===== config.mk =====
export PLATFORM = sky130hd
export DESIGN_NAME = ttl74194
export DESIGN_NICKNAME = d
export VERILOG_FILES = /design/src/rtl/ttl74194.sv
export SDC_FILE = /design/constraint.sdc
export NUM_CORES = 1
export LEC_CHECK = 0
export CORE_AREA = 2 2 39 41
export CTS_BUF_LIST = sky130_fd_sc_hd__clkbuf_8 sky130_fd_sc_hd__clkbuf_16
export CTS_CLUSTER_SIZE = 30
export DETAILED_ROUTE_END_ITERATION = 10
export DIE_AREA = 0 0 41 43
export GPL_TIMING_DRIVEN = 0
export PLACE_DENSITY = 0.52
export SYNTH_ARGS = -nofsm -noshare
export SYNTH_HDL_FRONTEND = slang
export SYNTH_SLANG_ARGS = --single-unit

===== constraint.sdc =====
create_clock -name clock -period 2.4 [get_ports clock]
set_clock_uncertainty 0.1 [all_clocks]
set_input_delay 0.48 -clock clock [delete_from_list [all_inputs] [get_ports clock]]
set_output_delay 0.48 -clock clock [all_outputs]
set_load 0.005 [all_outputs]

===== src/rtl/ttl74194.sv =====
// 4-bit bidirectional universal shift register: hold, shift right, shift left, parallel load,
// with an asynchronous active-high clear. q[1:0] feeds the downstream 4:1 mux select.
module ttl74194 (
  input  logic       clock,
  input  logic       reset,
  input  logic [1:0] mode,
  input  logic       ser_right,
  input  logic       ser_left,
  input  logic [3:0] data,
  output logic [3:0] q
);

  logic [3:0] q_q;
  logic [3:0] q_d;

  always_comb begin
    q_d = q_q;
    case (mode)
      2'b00:   q_d = q_q;
      2'b01:   q_d = {q_q[2:0], ser_right};
      2'b10:   q_d = {ser_left, q_q[3:1]};
      2'b11:   q_d = data;
      // Only reachable with X/Z on mode; poison the register so undriven controls show up.
      default: q_d = 4'bxxxx;
    endcase
  end

  always_ff @(posedge clock or posedge reset) begin
    if (reset) begin
      q_q <= 4'b0000;
    end else begin
      q_q <= q_d;
    end
  end

  assign q = q_q;

endmodule


Yosys cells after proc, flatten, opt, wreduce, memory -nomap -nowiden
Cells that the tools add are included.

Flip-flop bits (word level): 4. Output and inout port bits: 4.

Equality and inequality tests: 3. Muxes and demuxes: 1. Reductions and logical operators: 1.

Operator list (count): one-hot mux 4 bit (3 select lines) (1); equality test 2 bit, second input constant (2); equality test 2 x 1 -> 1 bit, second input constant (1); logical NOT 2 bit (1).

Longest topological paths before layout
Depth in word-level cells: 2. Gate-level depth with buffers: 1.

Least setup slack after synthesis
No wires, ideal clock.

Path type: input to register. From: in mode[1]. To: reg q_q[0] (netlist: q[0]). Library setup time: 0.140 ns. Arrival: 0.984 ns. Data required time: 2.160 ns. Path slack: 1.176 ns. Stages: 1. Path buffers: 0. Cell sequence: mux4_1.

Word-level cells in the longest chain between the ends: 2. Elaborated cells between the ends (all ways): 5. Those cells by class: eq/ne: 3; mux: 1; reduce/logical: 1.

RTL lines: start: declaration (RTL line 6) `input logic [1:0] mode,`; equality test 2 bit or equality test 2 x 1 -> 1 bit (tied branches) (RTL line 18) `case (mode)`; one-hot mux 4 bit (3 select lines) (RTL line 18); end signal: assignment (RTL line 32) `q_q <= q_d;`; end: declaration (RTL line 13) `logic [3:0] q_q;`.

Several ways; a longest one is shown, not always the timed one. A chain may end at the register's enable or synchronous reset.

Worst setup path after layout
From: reg q_q[2] (netlist: q[2]). To: out q[2].

RTL lines: end: declaration (RTL line 10) `output logic [3:0] q`.

No word-level cell between the ends.

==> impl_metrics.ini <==
[timing]
finalSetupViolations = 0
finalCritPeriodShare_pct = 70.9
worstMarginPinSlew_ns = 0.188
max_freq_mhz = 588
rsz0062_at_grt = no
slew_headroom_pct = 87.4
hold_viol = 0
fin_setup_tns_ns = 0
period_needed_ns = 1.70
slew_viol_final = 0

[logic_synthesis]
syn-num-nets = 19
syn_avg_cell_area_um2 = 23.2
synth_simple_gate_area_share_pct = 0
ys_ff_latch = 4
syn-cell-area_um2 = 209
synth_cell_types = 3
synth_top_family_by_area = multiplexers
synth_compound_area_share_pct = 0
synth-seq-area-share_pct = 47.9
synth_largest_area_cell = mux4_1
netlist_instances = 9
synth-xor-area-share_pct = 0
muxShareOfSynthArea_pct = 50.3
synth_fa_ha_area_share_pct = 0
synth_area_leaders = mux4_1 50%, dfrtp_1 48%, inv_1 1.8%
synth_top_area_share_pct = 50.3
ys.warnings.count = 0

[clocking]
post_cts_buffers = 0
htree_levels = 1
cts_tree = built
path_clk_slew_ns = 0.03
cts_root_buf = clkbuf_8
cts_sinks = 4
clockBufferDepth = 2
postCtsHoldBufs = 0
clk_latency_ns = 0.21
cts_buffers = 3
cts_resized = 0

[pwr]
finalPower_uw = 297
power_density_mw_per_mm2 = 742
leakage_uw = 0.000167
ir_drop_mv = 0.217

[critical_path]
path_max_fanout = 4
required_ns = 1.82
start_kind = flip-flop
crit_arrival_ns = 1.12
path_cells = clkdlybuf4s50_1
cp_num_buf_inv = 1
crit_type = reg2out
slowest_delay_ns = 0.52
cp_top_family = buffers and inverters
cp_slowest_cell = clkdlybuf4s50_1
end_kind = primary output

[floorplanning]
initial_core_util_pct = 15.1
pin_count = 14
core_mm2 = 0.00138
rows = 14
dieArea_mm2 = 0.00176
die_width_um = 41
die_y_um = 43

[route]
totalWireLength_um = 481
route.detailed.drc = 0
ant_nets = 0
drt_iter0_markers = 2
via_count = 172
wire_per_inst_um = 11.7
first_pass_iters = 2
viasPerCell = 4.20

[finish]
final_nets = 37
n_antenna_cell = 0
largest_register_ffs = 4
layoutNonFillerInstCount = 41
final_layout_size_suffix_gt1_share_pct = 12.0
syn_to_final_growth_pct = 91.6

[global_route]
grt_max_degree = 5
grt_overflow = 0
grt.total_usage_pct = 6.71
first_global_vias = 183
antenna_found_initial = 0
grt_pass1_wl_um = 683

[hold_path]
min_path_type = in2async

[flow_run]
maxCapViolCount = 0

[placed_design]
dp_cells = 38
routabilityCongestion = 0.592
io_buffers = 13

[status]
outcome = completed
[layer usage]
metal	track usage, %	vias up	part of all wire [%]
met5	0	-	0
met4	8.00	0	0.83
met3	3.66	2	15
met2	7.19	14	41
met1	8.05	82	43
li1	-	74	-
[cells in the mapped netlist, drive strengths merged]
| library cell | count |
|---|---|
| inv | 1 |
| mux4 | 4 |
| dfrtp | 4 |
[cell type report]
type / count / area [um^2]
clock buffer: 3 / 41.3
fill: 141 / 983
inverter: 1 / 3.75
multi-input combinational: 4 / 105
sequential: 4 / 100
tap: 16 / 20.0
timing repair buffer: 13 / 130
[per-stage QoR]
| step | setup WS [ns] | utilization [%] | hold slack, ns | area, um^2 |
|---|---|---|---|---|
| after floorplan | 1.18 | - | 0.146 | 209 |
| after global placement | 0.558 | 25.9 | 0.507 | 359 |
| after detailed placement | 0.535 | 25.9 | 0.521 | 359 |
| after CTS | 0.688 | 28.9 | 0.365 | 400 |
| after global routing | 0.666 | 28.9 | 0.384 | 400 |
| final | 0.700 | 28.9 | 0.364 | 400 |
[placed cells by master, fill, tap and decap left out]
cell type and instances:
inv_1 1, clkdlybuf4s50_1 13, dfrtp_1 4, clkbuf_8 3, mux4_1 4
[worst paths after layout]
check	start	endpoint	slack (ns)	cells past startpoint
setup / recovery	q[2]	q[2]	0.70	1
hold / removal	reset	q[2]	0.36	2
setup reg to reg	q[2]	q[1]	1.25	1
hold reg to reg	q[0]	q[0]	0.52	1
max in group asynchronous	reset	q[0]	1.69	2
min in group clock	q[0]	q[0]	0.52	1
[power breakdown]
group / total (uW) / internal (uW) / switching [uW] / leakage [uW]
clock: 137 / 107 / 30.9 / 0.0000216
sequential: 93.6 / 80.8 / 12.8 / 0.0000468
combinational: 66.1 / 52.2 / 13.9 / 0.0000983
[cells by family (layout without fill, tap and decap cells)]
kind of cell / after synthesis / after routing
flip-flops: 4 / 4
multiplexers: 4 / 4
buffers and inverters: 1 / 17
(Power assumes the default switching activity.)
